[src/rtl/vga_timing_gen.sv]
// 640x480@60 raster timing: pixel-tick divider, x/y counters, registered sync/blank decode.
// Syncs and video_on are decoded from the next counter values so they always match the presented (x,y).
module vga_timing_gen #(
  parameter int unsigned CLK_DIV  = 4,
  parameter int unsigned H_DISP   = 640,
  parameter int unsigned H_FP     = 16,
  parameter int unsigned H_SYNC   = 96,
  parameter int unsigned H_BP     = 48,
  parameter int unsigned V_DISP   = 480,
  parameter int unsigned V_FP     = 10,
  parameter int unsigned V_SYNC   = 2,
  parameter int unsigned V_BP     = 33,
  parameter bit          SYNC_POL = 1'b0
) (
  input  logic       clk,
  input  logic       rst_n,
  output logic [9:0] x,
  output logic [9:0] y,
  output logic       hsync,
  output logic       vsync,
  output logic       video_on,
  output logic       p_tick,
  output logic       f_tick
);

  localparam int unsigned CNT_W    = 10;
  localparam int unsigned H_TOTAL  = H_DISP + H_FP + H_SYNC + H_BP;
  localparam int unsigned V_TOTAL  = V_DISP + V_FP + V_SYNC + V_BP;
  localparam int unsigned DIV_W    = (CLK_DIV > 2) ? $clog2(CLK_DIV) : 1;
  localparam int unsigned HS_START = H_DISP + H_FP;
  localparam int unsigned HS_END   = HS_START + H_SYNC - 1;
  localparam int unsigned VS_START = V_DISP + V_FP;
  localparam int unsigned VS_END   = VS_START + V_SYNC - 1;

  // Counters are 10 bits wide; larger rasters cannot be represented.
  generate
    if ((H_TOTAL > 1024) || (V_TOTAL > 1024) || (CLK_DIV < 2)) begin : g_param_check
      $error("vga_timing_gen: unsupported parameter set");
    end
  endgenerate

  logic [DIV_W-1:0] r_div;
  logic [CNT_W-1:0] r_x;
  logic [CNT_W-1:0] r_y;
  logic             r_hsync;
  logic             r_vsync;
  logic             r_video_on;

  logic             w_p_tick;
  logic             w_x_last;
  logic             w_y_last;
  logic [CNT_W-1:0] w_x_nxt;
  logic [CNT_W-1:0] w_y_nxt;
  logic             w_hs_act;
  logic             w_vs_act;
  logic             w_von_nxt;

  // Next-state counter values and the decode that rides along with them.
  always_comb begin
    w_p_tick  = (r_div == DIV_W'(CLK_DIV - 1));
    w_x_last  = (r_x == CNT_W'(H_TOTAL - 1));
    w_y_last  = (r_y == CNT_W'(V_TOTAL - 1));
    w_x_nxt   = w_x_last ? '0 : (r_x + CNT_W'(1));
    w_y_nxt   = r_y;
    if (w_x_last) begin
      w_y_nxt = w_y_last ? '0 : (r_y + CNT_W'(1));
    end
    w_hs_act  = (w_x_nxt >= CNT_W'(HS_START)) && (w_x_nxt <= CNT_W'(HS_END));
    w_vs_act  = (w_y_nxt >= CNT_W'(VS_START)) && (w_y_nxt <= CNT_W'(VS_END));
    w_von_nxt = (w_x_nxt < CNT_W'(H_DISP)) && (w_y_nxt < CNT_W'(V_DISP));
  end

  always_ff @(posedge clk or negedge rst_n) begin
    if (!rst_n) begin
      r_div      <= '0;
      r_x        <= '0;
      r_y        <= '0;
      r_hsync    <= ~SYNC_POL;
      r_vsync    <= ~SYNC_POL;
      r_video_on <= 1'b0;
    end else begin
      r_div <= w_p_tick ? '0 : (r_div + DIV_W'(1));
      if (w_p_tick) begin
        r_x        <= w_x_nxt;
        r_y        <= w_y_nxt;
        r_hsync    <= w_hs_act ? SYNC_POL : ~SYNC_POL;
        r_vsync    <= w_vs_act ? SYNC_POL : ~SYNC_POL;
        r_video_on <= w_von_nxt;
      end
    end
  end

  assign x        = r_x;
  assign y        = r_y;
  assign hsync    = r_hsync;
  assign vsync    = r_vsync;
  assign video_on = r_video_on;
  assign p_tick   = w_p_tick;
  assign f_tick   = w_p_tick && w_x_last && w_y_last;

endmodule

[config.mk]
export PLATFORM = sky130hd
export DESIGN_NAME = vga_timing_gen
export DESIGN_NICKNAME = d
export VERILOG_FILES = /design/src/rtl/vga_timing_gen.sv
export SDC_FILE = /design/constraint.sdc
export NUM_CORES = 1
export LEC_CHECK = 0
export ABC_CLOCK_PERIOD_IN_PS = 2150
export BUFFER_PORTS_ARGS = -buffer_cell sky130_fd_sc_hd__buf_4
export CELL_PAD_IN_SITES_DETAIL_PLACEMENT = 1
export CELL_PAD_IN_SITES_GLOBAL_PLACEMENT = 2
export CORE_AREA = 2 2 76 78
export CTS_BUF_LIST = sky130_fd_sc_hd__clkbuf_4
export CTS_CLUSTER_SIZE = 25
export DETAILED_ROUTE_END_ITERATION = 7
export DIE_AREA = 0 0 78 80
export GPL_ROUTABILITY_DRIVEN = 0
export PLACE_DENSITY = 0.87
export SLEW_MARGIN = 20
export SYNTH_ARGS = -nofsm -noshare
export SYNTH_HDL_FRONTEND = slang
export SYNTH_SLANG_ARGS = --single-unit
[constraint.sdc]
create_clock -name clk -period 2.15 [get_ports clk]
set_input_delay 0.43 -clock clk [delete_from_list [all_inputs] [get_ports clk]]
set_output_delay 0.43 -clock clk [all_outputs]
set_load 0.01 [all_outputs]
==> results of run 1 <==
[final timing paths]
path                          start        to  slack [ns]  depth (start not counted)
max                            x[6]  video_on       -0.05                          7
max reg2reg                    x[6]  video_on       -0.05                          7
max in group asynchronous     rst_n     vsync        1.33                          2
min reg2reg                r_div[0]  r_div[0]        0.45                          1
min                        r_div[0]  r_div[0]        0.45                          1
min in group asynchronous     rst_n      y[9]        0.52                          2
[what timing repair did]
| item | CTS | global route |
|---|---|---|
| pin swaps | 4 | 3 |
| hold endpoints to repair | 23 | 0 |
| buffers inserted | 6 | 3 |
| resized for setup | 12 | 6 |
| cloned | 0 | 0 |
| hold buffers | 1 | 0 |
| setup endpoints to repair | 4 | 4 |
[cells in the mapped netlist (all sizes together) (4+ instances only)]
library cell,n
nand2,22
inv,8
clkbuf,5
a21oi,17
dfrtp,23
a31oi,4
ha,5
nor2,17
xnor2,8
nor3,10
nand4,6
and3,4
o21ai,13
buf,7
nand3,14
[layout make-up]
class	instances	area [µm²]	area share, %
inverter	8	30.0	1.28
sequential	25	636	27.1
multi-input combinational	152	1010	43.1
timing repair buffer	72	547	23.3
tap	72	90.1	3.84
clock buffer	4	30.0	1.28
[power breakdown]
part	internal [mW]	switching [mW]	leakage, nW
Clock	0.0856	0.166	0.0184
Sequential	0.471	0	0.313
Combinational	0.00241	0.0102	0.623
[critical path, cell delays in order, from the launching register on]
cell and delay [ns]:
dfrtp_1 0.44, nor4b_4 0.32, buf_4 0.19, nand3_4 0.09, nor3_2 0.14, xnor2_1 0.10, or4_4 0.56, a41o_2 0.28
[stage by stage]
| step | setup slack (ns) | cells |
|---|---|---|
| 2_1_floorplan | -0.0739 | 197 |
| 4_1_cts | 0.0000813 | 330 |
| 6_report | -0.0542 | 333 |
| 3_5_place_dp | -0.0733 | 320 |
| 5_1_grt | -0.122 | 333 |
| 3_3_place_gp | 0.000969 | 320 |
[flip-flops by register name, indices dropped and copies added (netlist names)]
signal	cells
vsync	1
hsync	1
video_on	1
r_div	2
x	10
y	10
[layer usage]
layer / vias up / GRT usage (%) / share of wire (%)
li1: 837 / - / -
met1: 891 / 23.6 / 47
met2: 49 / 31.1 / 48
met3: 9 / 2.26 / 3.4
met4: 0 / 5.44 / 1.9
met5: - / 0 / 0
[cell families after synthesis]
logic type | count (synthesis) | share of synthesized area [%]
adders and majority gates | 5 | 3.81
muxes | 1 | 0.609
xor gates and xnor gates | 10 | 5.33
DFF | 25 | 38.2
and+or+nand+nor | 89 | 28.9
buffers and inverters | 20 | 5.94
AOI/OAI and AO/OA | 47 | 17.2
==> flow_summary.json, run 1 <==
{
  "status": "complete, but fails checks",
  "violations": "setup timing",
  "cts_buffer_depth": 2,
  "nets": 269,
  "end_kind": "flop",
  "grt_pass1_wl_um": 8930,
  "die_h_um": 80,
  "grt_pass1_vias": 1793,
  "worstPathRequired_ns": 2.41,
  "clk_latency_ns": 0.34,
  "cp_max_fo": 3,
  "layout_common_cells": "70 x buf_4, 21 x nand2_1, 17 x dfrtp_1, 16 x a21oi_1, 15 x nor2_1",
  "final_common_cell": "buf_4",
  "synthArstFlopShare_pct": 100,
  "period_share_pct": 103,
  "leakagePower_nw": 0.954,
  "synth_top_cell_area_share_pct": 35.0,
  "setup_ws_ns": -0.0542,
  "cts_buffers": 3,
  "grt-ovfl-total": 0,
  "cts-root-buf": "clkbuf_4",
  "synth_warnings": 0,
  "drt-total-wl_um": 5540,
  "ys_top_cells_by_area": "dfrtp_1 35%, a21oi_1 5.2%, nand2_1 5.0%",
  "drcViolationCount": 0,
  "fin_tns_setup_ns": -0.103,
  "tightest_slew_ns": 0.369,
  "postPlaceCellArea_mm2": 0.00218,
  "whs_ns": 0.447,
  "crit_type": "flop to flop",
  "drive_gt1_share_pct": 40.2,
  "grt_max_degree": 26,
  "finClkSkew_ns": 0.00780,
  "vdd_ir_drop_max_mv": 0.191,
  "grt_use_total_pct": 18.0,
  "syn2layout_area_growth_pct": 42.5,
  "ys_types": 44,
  "port-buffer-count": 26,
  "dr.first_iter.drc_count": 90,
  "htree_levels": 1,
  "drv_slew": 0,
  "final_util_pct": 43.4,
  "cap_viol_max_count": 0,
  "power_mw": 0.734,
  "hold_viol_final": 0,
  "startpoint_type": "flop",
  "wl_per_cell_um": 16.6,
  "worstHoldPathType": "flop to flop",
  "fillers": 652,
  "postSynthCellCount": 197,
  "rsz0062_at_grt": "yes",
  "powerDensity_mw_per_mm2": 313,
  "final_cell_area_mm2": 0.00234,
  "num_antenna_cells": 0,
  "die-area_mm2": 0.00624,
  "ys_seq_area_share_pct": 38.2,
  "vias_per_cell": 5.36,
  "start_util_pct": 30.4,
  "synth_area_mm2": 0.00164,
  "setup_viol": 2,
  "cts.clk_slew.worst_paths_ns": 0.16,
  "fmax_mhz": 454,
  "synthesis.nets": 204,
  "dpl.hpwl_um": 3980,
  "synth.largest_area_cell": "dfrtp_1",
  "vias": 1786,
  "relSlewSlack_pct": 75.2,
  "period_minus_slack_ns": 2.20,
  "die_w_um": 78,
  "cts_tree": "done",
  "antenna_found_initial": 0,
  "synth_seq_cells": 25,
  "fp.coreArea_mm2": 0.00541,
  "rows": 27,
  "syn_avg_cell_area_um2": 8.35,
  "ant_nets": 0,
  "drtPass1Iterations": 4,
  "ys.flop_type": "dfrtp_1",
  "io_pins": 27,
  "clock-sinks": 25,
  "synth_edf_count": 0,
  "worstPathArrival_ns": 2.46
}
Note: power is estimated with default switching activity, not from simulation.
==> run 2: changes to the inputs <==
==> config.mk (replaced) <==
export PLATFORM = sky130hd
export DESIGN_NAME = vga_timing_gen
export DESIGN_NICKNAME = d
export VERILOG_FILES = /design/src/rtl/vga_timing_gen.sv
export SDC_FILE = /design/constraint.sdc
export NUM_CORES = 1
export LEC_CHECK = 0
export ABC_AREA = 1
export ABC_CLOCK_PERIOD_IN_PS = 2150
export BUFFER_PORTS_ARGS = -buffer_cell sky130_fd_sc_hd__buf_4
export CELL_PAD_IN_SITES_DETAIL_PLACEMENT = 1
export CELL_PAD_IN_SITES_GLOBAL_PLACEMENT = 2
export CORE_AREA = 2 2 78 80
export CTS_BUF_LIST = sky130_fd_sc_hd__clkbuf_4
export DETAILED_ROUTE_END_ITERATION = 7
export DIE_AREA = 0 0 80 82
export GPL_ROUTABILITY_DRIVEN = 0
export PLACE_DENSITY = 0.87
export SLEW_MARGIN = 20
export SYNTH_ARGS = -nofsm -noshare
export SYNTH_HDL_FRONTEND = slang
export SYNTH_SLANG_ARGS = --single-unit
export TNS_END_PERCENT = 50
==> flow_summary.json, run 2 <==
{
  "nets": 283,
  "die-area_mm2": 0.00656,
  "vias_per_cell": 4.69,
  "whs_ns": 0.435,
  "synth.most_common_cell": "nand2_1",
  "fillers": 753,
  "cap_viol_max_count": 0,
  "synth_warnings": 0,
  "synthXorXnorAreaFrac_pct": 2.71,
  "rsz0062_at_grt": "yes",
  "regArea_um2": 631,
  "ys.flop_type": "dfrtp_1",
  "powerDensity_mw_per_mm2": 335,
  "die_h_um": 82,
  "critPathMaxStageDelay_ns": 0.43,
  "drtPass1Iterations": 4,
  "cts.clk_slew.worst_paths_ns": 0.15,
  "violations": "setup timing",
  "dr.first_iter.drc_count": 49,
  "synth_top_cell_area_share_pct": 35.6,
  "synthArstFlopShare_pct": 100,
  "cp_max_fo": 3,
  "power_mw": 0.704,
  "synth_seq_cells": 25,
  "multiInputGateArea_um2": 898,
  "syn_avg_cell_area_um2": 7.03,
  "cts_buffers": 3,
  "num_antenna_cells": 0,
  "grt_use_total_pct": 15.8,
  "startpoint_type": "flop",
  "period_share_pct": 101,
  "yosys.area_share.simple_pct": 34.9,
  "ys_top_cells_by_area": "dfrtp_1 36%, nand2_1 16%, nor2_1 7.0%",
  "htree_levels": 1,
  "setup_viol": 1,
  "dpl.hpwl_um": 3510,
  "wl_per_cell_um": 13.6,
  "tightest_slew_ns": 0.334,
  "clock-sinks": 25,
  "pre_cts_ws_ns": 0.0922,
  "drive_gt1_share_pct": 25.5,
  "crit_type": "flop to output pin",
  "drv_slew": 0,
  "synth_common_cells": "67 x nand2_1, 30 x nor2_1, 25 x inv_1",
  "worstPathArrival_ns": 1.75,
  "cts_tree": "done",
  "synth_area_mm2": 0.00162,
  "synthesis.nets": 237,
  "ys_types": 30,
  "io_pins": 27,
  "start_util_pct": 28.1,
  "worstHoldPathType": "flop to flop",
  "setup_ws_ns": -0.0279,
  "grt_pass1_vias": 1609,
  "drt-total-wl_um": 4760,
  "vias": 1640,
  "grt_pass1_wl_um": 8020,
  "antenna_found_initial": 0,
  "synth_mux_area_share_pct": 0,
  "drcViolationCount": 0,
  "postSynthCellCount": 230,
  "ys_seq_area_share_pct": 38.9,
  "fp.coreArea_mm2": 0.00575,
  "hold_viol_final": 0,
  "final_common_cell": "nand2_1",
  "ant_nets": 0,
  "grt-ovfl-total": 0,
  "synth_compound_area_share_pct": 11.8,
  "die_w_um": 80,
  "slowest_stage": "dfrtp_1",
  "port-buffer-count": 26,
  "vdd_ir_drop_max_mv": 0.268,
  "status": "complete, but fails checks",
  "clk_latency_ns": 0.33,
  "period_minus_slack_ns": 2.18,
  "leakagePower_nw": 1.02,
  "synth_top_family_by_area": "simple AND/OR/NAND/NOR gates",
  "end_kind": "output pin",
  "synthAdderAreaFrac_pct": 3.87,
  "worstPathRequired_ns": 1.72,
  "grt_max_degree": 26,
  "finClkSkew_ns": 0.0104,
  "rows": 28,
  "fmax_mhz": 459,
  "cts-root-buf": "clkbuf_4",
  "cts_buffer_depth": 2,
  "synth_edf_count": 0,
  "fin_tns_setup_ns": -0.0279,
  "syn2layout_area_growth_pct": 29.9,
  "crit_chain": "inv_2 -> ha_4 -> nand2_4 -> nor4_4 -> nand2_1 -> nor2_2 -> buf_4",
  "synth.largest_area_cell": "dfrtp_1",
  "relSlewSlack_pct": 77.6,
  "layout_common_cells": "66 x nand2_1, 45 x buf_4, 29 x nor2_1, 22 x inv_1, 21 x dfrtp_1"
}
## run 2: logic make-up after synthesis
logic type               after synthesis
AO/OA/AOI/OAI                         34
buffers and inverters                 32
AND/OR/NAND/NOR                      129
adder cells (fa/ha/maj)                5
XOR/XNOR                               5
flip-flops                            25
## run 2: critical path: cells and delay by family, from the launching register on
family / cells / cell delay, ns
adders and majority gates: 1 / 0.15
DFF: 1 / 0.43
and+or+nand+nor: 4 / 0.61
buffers and inverters: 2 / 0.24
## run 2: area by class of cell
cell class,count,share of cell area [%]
Tap cell,75,4.47
Inverter,27,4.83
Clock buffer,3,1.07
Timing Repair Buffer,46,16.6
Clock inverter,1,0.238
Multi-Input combinational cell,173,42.8
Sequential cell,25,30.0
## run 2: worst paths after layout
path	to	slack (ns)	cells after the start	from
setup reg to reg	video_on	0.14	13	x[0]
setup / recovery	f_tick	-0.03	7	y[1]
hold / removal	r_div[0]	0.44	1	r_div[0]
min in group asynchronous	x[1]	0.51	2	rst_n
max in group asynchronous	hsync	1.34	2	rst_n
hold reg to reg	r_div[0]	0.44	1	r_div[0]
## run 2: layer usage
metal,vias to the layer above,share of wire [%],GRT usage (%)
li1,832,-,-
met1,783,49,21.8
met2,20,48,26.3
met3,5,2.3,2.31
met4,0,1.0,3.56
met5,-,0,0
## run 2: stage by stage
step                      utilization, %  instance area (µm²)  std cells
after floorplan                        -                 1620        230
after global placement              33.8                 1940        334
after detailed placement            33.8                 1940        334
after CTS                           35.7                 2050        346
after global routing                36.5                 2100        350
final                               36.5                 2100        350
## run 2: power breakdown
group | switching [mW] | total [mW] | internal [mW]
Combinational | 0.00914 | 0.0116 | 0.00241
Clock | 0.152 | 0.222 | 0.0699
Sequential | 0 | 0.471 | 0.471
Total | 0.161 | 0.704 | 0.543
## run 2: repair_timing
action,CTS,global route
hold buffers,1,0
pin swaps,4,3
gates resized for setup,6,6
buffers inserted,7,4
setup endpoints to repair,1,3
hold endpoints to repair,23,0
